### src/rtl/hyperbus_arbiter.sv
// ============================================================================
//  Module      : hyperbus_arbiter
//  Description : Round-robin arbiter sharing one hyperbus controller core
//                between NPORTS requesters, one 16-bit word per transaction,
//                with a watchdog that aborts transactions the core never
//                completes.
//  Revision    : 1.0 - initial release
// ============================================================================
`default_nettype none

module hyperbus_arbiter #(
    parameter int NPORTS  = 2,
    parameter int TIMEOUT = 1024
) (
    input  logic                   clk,
    input  logic                   rst,
    input  logic [NPORTS-1:0]      m_req,
    input  logic [NPORTS-1:0]      m_we,
    input  logic [NPORTS-1:0]      m_reg_space,
    input  logic [32*NPORTS-1:0]   m_adr,
    input  logic [16*NPORTS-1:0]   m_dat_i,
    output logic [15:0]            m_dat_o,
    output logic [NPORTS-1:0]      m_ack,
    output logic [NPORTS-1:0]      m_err,
    output logic [31:0]            hbus_adr_o,
    output logic [15:0]            hbus_dat_o,
    input  logic [15:0]            hbus_dat_i,
    output logic                   hbus_reg_space,
    output logic                   hbus_rrq,
    output logic                   hbus_wrq,
    input  logic                   hbus_ready,
    input  logic                   hbus_valid,
    input  logic                   hbus_busy,
    output logic [NPORTS-1:0]      grant_o
);

    localparam int            PW         = (NPORTS > 1) ? $clog2(NPORTS) : 1;
    localparam int            TW         = $clog2(TIMEOUT);
    localparam logic [TW-1:0] TIMER_LAST = TW'(TIMEOUT - 1);

    typedef enum logic [1:0] {
        IDLE  = 2'd0,
        ISSUE = 2'd1,
        WAIT  = 2'd2,
        DONE  = 2'd3
    } state_t;

    state_t          state;
    logic [PW-1:0]   rr_ptr;
    logic [PW-1:0]   gidx;
    logic            we_q;
    logic [TW-1:0]   timer;
    logic [1:0]      wait_cnt;

    logic [PW-1:0]   pick_idx;
    logic [PW-1:0]   cand;
    logic            pick_found;
    logic [PW-1:0]   rr_next;
    logic            timed_out;
    logic            rd_done;
    logic            wr_done;
    int              j;

    // Pick the first requesting port at or after the round-robin pointer.
    always_comb begin
        pick_idx   = '0;
        cand       = '0;
        pick_found = 1'b0;
        j          = 0;
        for (int i = 0; i < NPORTS; i++) begin
            j = int'(rr_ptr) + i;
            if (j >= NPORTS) begin
                j = j - NPORTS;
            end
            cand = PW'(j);
            if (!pick_found && m_req[cand]) begin
                pick_found = 1'b1;
                pick_idx   = cand;
            end
        end
    end

    // Pointer value after the current owner finishes, and completion terms.
    always_comb begin
        rr_next   = (int'(gidx) == NPORTS - 1) ? '0 : gidx + PW'(1);
        timed_out = (timer == TIMER_LAST);
        rd_done   = !we_q && hbus_valid;
        // Ready is only trusted two cycles after the strobe so a stale
        // ready from before the core picked up the request is ignored.
        wr_done   = we_q && (wait_cnt == 2'd2) && hbus_ready && !hbus_busy;
    end

    // Transaction state machine with registered core and client outputs.
    always_ff @(posedge clk) begin
        if (rst) begin
            state          <= IDLE;
            rr_ptr         <= '0;
            gidx           <= '0;
            we_q           <= 1'b0;
            timer          <= '0;
            wait_cnt       <= '0;
            m_dat_o        <= '0;
            m_ack          <= '0;
            m_err          <= '0;
            hbus_adr_o     <= '0;
            hbus_dat_o     <= '0;
            hbus_reg_space <= 1'b0;
            hbus_rrq       <= 1'b0;
            hbus_wrq       <= 1'b0;
            grant_o        <= '0;
        end else begin
            m_ack    <= '0;
            m_err    <= '0;
            hbus_rrq <= 1'b0;
            hbus_wrq <= 1'b0;
            case (state)
                IDLE: begin
                    if (pick_found) begin
                        gidx           <= pick_idx;
                        we_q           <= m_we[pick_idx];
                        hbus_adr_o     <= m_adr[32*pick_idx +: 32];
                        hbus_dat_o     <= m_dat_i[16*pick_idx +: 16];
                        hbus_reg_space <= m_reg_space[pick_idx];
                        grant_o        <= NPORTS'(1) << pick_idx;
                        timer          <= '0;
                        state          <= ISSUE;
                    end
                end
                ISSUE: begin
                    timer <= timer + TW'(1);
                    if (timed_out) begin
                        m_err          <= grant_o;
                        rr_ptr         <= rr_next;
                        grant_o        <= '0;
                        hbus_adr_o     <= '0;
                        hbus_dat_o     <= '0;
                        hbus_reg_space <= 1'b0;
                        state          <= IDLE;
                    end else if (hbus_ready) begin
                        hbus_rrq <= !we_q;
                        hbus_wrq <= we_q;
                        wait_cnt <= '0;
                        state    <= WAIT;
                    end
                end
                WAIT: begin
                    timer <= timer + TW'(1);
                    if (wait_cnt != 2'd2) begin
                        wait_cnt <= wait_cnt + 2'd1;
                    end
                    if (rd_done) begin
                        m_dat_o <= hbus_dat_i;
                        m_ack   <= grant_o;
                        state   <= DONE;
                    end else if (wr_done) begin
                        m_ack <= grant_o;
                        state <= DONE;
                    end else if (timed_out) begin
                        m_err          <= grant_o;
                        rr_ptr         <= rr_next;
                        grant_o        <= '0;
                        hbus_adr_o     <= '0;
                        hbus_dat_o     <= '0;
                        hbus_reg_space <= 1'b0;
                        state          <= IDLE;
                    end
                end
                DONE: begin
                    rr_ptr         <= rr_next;
                    grant_o        <= '0;
                    hbus_adr_o     <= '0;
                    hbus_dat_o     <= '0;
                    hbus_reg_space <= 1'b0;
                    state          <= IDLE;
                end
                default: begin
                    state <= IDLE;
                end
            endcase
        end
    end

endmodule

`default_nettype wire
### config.mk
export PLATFORM = sky130hd
export DESIGN_NAME = hyperbus_arbiter
export DESIGN_NICKNAME = d
export VERILOG_FILES = /design/src/rtl/hyperbus_arbiter.sv
export SDC_FILE = /design/constraint.sdc
export NUM_CORES = 1
export LEC_CHECK = 0
export ABC_AREA = 1
export CAP_MARGIN = 25
export CORE_ASPECT_RATIO = 0.5
export CORE_MARGIN = 2
export CORE_UTILIZATION = 38
export DETAILED_ROUTE_END_ITERATION = 8
export GPL_TIMING_DRIVEN = 1
export PLACE_DENSITY = 0.85
export SYNTH_ARGS = -nofsm -noshare
export SYNTH_HDL_FRONTEND = slang
export SYNTH_SLANG_ARGS = --single-unit
### constraint.sdc
create_clock -name clk -period 1.78 [get_ports clk]
set_input_delay 0.445 -clock clk [delete_from_list [all_inputs] [get_ports clk]]
set_output_delay 0.445 -clock clk [all_outputs]
set_load 0.1 [all_outputs]
==> results of run 1 <==
state kept, by name (all words and copies together), names as in the netlist, 10 cells and up:
name        flops
m_dat_o        16
timer          10
hbus_dat_o     16
hbus_adr_o     32
timing repair:
item	4_1_cts	5_1_grt
endpoints found under the setup margin	41	60
buffers inserted	1	6
resized for setup	6	39
pin swaps	1	7
gates cloned	1	11
final cells by class:
| class | count | area [sq um] | area share [%] |
|---|---|---|---|
| timing repair buffer | 247 | 3450 | 41.4 |
| tap | 159 | 199 | 2.39 |
| clock buffer | 12 | 256 | 3.08 |
| inverter | 85 | 320 | 3.85 |
| sequential | 90 | 1810 | 21.7 |
| multi-input combinational | 483 | 2250 | 27.1 |
| clock inverter | 4 | 35.0 | 0.421 |
per-layer routing:
metal  vias to the layer above  GRT usage [%]  share of wire (%)
met5                         -              0                  0
met4                         0           8.81                4.6
met3                        99           5.83                7.8
met2                       352           44.2                 50
met1                      2644           23.8                 37
li1                       2631              -                  -
how the worst min path moves through the flow:
stage | end | slack, ps | from
5_1_grt | hbus_rrq | 490 | we_q
4_1_cts | hbus_rrq | 430 | we_q
6_report | hbus_rrq | 470 | we_q
3_5_place_dp | hbus_rrq | 420 | we_q
3_3_place_gp | hbus_rrq | 420 | we_q
2_1_floorplan | hbus_rrq | 410 | we_q
cells by family after synthesis:
kind of cell / Yosys count / synth area share [%]
and+or+nand+nor: 391 / 36.4
buffers and inverters: 123 / 11.3
DFF: 90 / 40.6
AOI/OAI and AO/OA: 85 / 9.65
adders and majority gates: 7 / 1.98
cells in the mapped netlist:
cell type	number
clkinv_1	3
nand2_1	178
dfxtp_1	90
inv_2	3
inv_1	79
nor2_2	2
nor3_1	53
clkbuf_1	20
nor2_4	1
a211oi_1	1
buf_2	13
nand3b_1	1
ha_1	7
nor2_1	117
a21oi_1	79
nand3_1	30
or2_2	2
nand3b_2	1
buf_1	2
nand4_1	6
buf_6	3
o21ai_0	5
power groups by stage:
stage | sequential, mW | combinational (mW) | clock [mW]
3_5_place_dp | 3.09 | 9.79 | 0
5_1_grt | 3.13 | 12.5 | 1.97
2_1_floorplan | 5.88 | 3.40 | 0
3_3_place_gp | 3.05 | 9.51 | 0
4_1_cts | 3.05 | 10.2 | 1.88
6_report | 3.08 | 12.0 | 1.89
metrics by stage:
stage | util (%) | instances | power [mW] | TNS, ps | instance area (sq um)
after floorplan | - | 696 | 9.28 | 0 | 4430
after global placement | 67.1 | 1045 | 12.6 | -11240 | 7500
after detailed placement | 67.1 | 1045 | 12.9 | -12540 | 7500
after CTS | 70.3 | 1063 | 15.2 | 0 | 7860
after global routing | 74.4 | 1080 | 17.6 | -3530 | 8320
final | 74.4 | 1080 | 17.0 | -1210 | 8320
==> flow_summary.yaml, run 1 <==
worst_setup_path:
  critPathTopFamily: "buffers and inverters"
  path_cells: "clkdlybuf4s50_1 -> inv_1 -> nand4_1 -> nand2_2 -> nor2_4 -> clkbuf_16 -> clkbuf_16 -> nand2_1 -> nand2_1 -> nor2_1"
  criticalPathCategory: "input port to flip-flop"
  critPathMaxStageDelay_ps: 520
  end_kind: "flip-flop"
  crit_end: "hbus_adr_o[12]"
  arrival_ps: 2140
  crit_path_top_delay_cell: "clkdlybuf4s50_1"
  worstSetupStartpoint: "m_req[1]"
  timing.rr.end: "hbus_adr_o[12]"
  r2r-start: "wait_cnt[0]"
  rrSetupSlack_ps: -120
  cp_num_cells: 10
  cp_max_fo: 8
  worstPathRequired_ps: 2020
  critical_path_buf_inv_count: 4
  worstRegToRegCells: 14
  start_kind: "input port"
die:
  die_w_microns: 157
  io-pin-count: 196
  die_h_microns: 80.4
  dieArea_sq_um: 12600
  rows: 27
  start_util_pct: 39.6
  core_area_sq_um: 11200
layout:
  syn_to_final_growth_pct: 87.6
  final_common_cell: "nand2_1"
  fill_cells: 676
  mostFrequentLayoutCells: "nand2_1 (163), clkdlybuf4s50_1 (121), nor2_1 (116)"
  nets: 1046
  drive_gt1_share_pct: 20.0
  n_antenna_cell: 0
sta:
  clock_skew_ps: 14.8
  rsz0062_at_grt: "yes"
  period_share_pct: 107
  worst_pin_slew_ps: 347
  finalSetupViolCount: 41
  hold_ws_ps: 470
  finalHoldViolCount: 0
  fin_ws_ps: -117
  maxSlewViolCount: 0
  period_needed_ps: 1900
  fmax_mhz: 527
  relSlewSlack_pct: 76.7
power_and_ir_drop:
  p_int_mw: 8.40
  swShare_pct: 50.5
  leakage_nw: 3.75
  ir_worst_vdd_mv: 1.11
  switching_power_mw: 8.56
  comb_power_share_pct: 70.7
  power_density_nw_per_um2: 2040
  seqPwrFrac_pct: 18.2
  p_clk_share_pct: 11.1
logic_synthesis:
  synth_fp_nets: 826
  avgSynthCellArea_sq_um: 6.37
  ys_seq_area_share_pct: 40.6
  yosysTopAreaCellShare_pct: 40.6
  synth-warning-count: 0
  ys_ff_latch: 90
  synth.cell_area_sq_um: 4430
  yosysTopAreaCell: "dfxtp_1"
  yosysUniqueCellTypes: 22
  postSynthCellCount: 696
  netlist_top_cells_area: "dfxtp_1 (41%), nand2_1 (15%), nor2_1 (9.9%), a21oi_1 (8.9%), inv_1 (6.7%)"
grt:
  overflow: 0
  grt.total_usage_pct: 22.8
  grt_pass1_wl_microns: 22800
  grt_pass1_vias: 4906
  grt_max_degree: 44
  antenna_found_initial: 0
routing:
  drtPass1Iterations: 7
  drc_errors: 0
  drt_iter0_drc: 531
  drt_wl_total_microns: 18300
  vias: 5726
  wl_per_cell_microns: 16.9
  ant_nets: 0
  viasPerCell: 5.30
placed_design:
  gp_congestion: 0.842
  io_buffers: 195
  dp_hpwl_microns: 10700
  place_ws_ps: -293
clock_network:
  h-tree-depth: 3
  clk_latency_ps: 350
  holdBufCountCts: 0
  ctsLongestPathBuffers: 2
  cts_sinks: 90
  path_clk_slew_ps: 80
  root_buffer: "clkbuf_16"
  cts_buffers: 9
  cts_tree: "done"
run:
  drv_cap: 0
hold_path:
  hold_path_depth: 1
  holdCritPathClass: "flip-flop to flip-flop"
run_status:
  status: "complete, but fails checks"
  violations: "setup timing"
No activity file was read; power rests on OpenSTA's default activity.
==> inputs of run 2 (changes only) <==
- ABC_CLOCK_PERIOD_IN_PS: default -> 1780
==> results of run 2 <==
Final layout, timing and power as in run 1 (identical DEF).
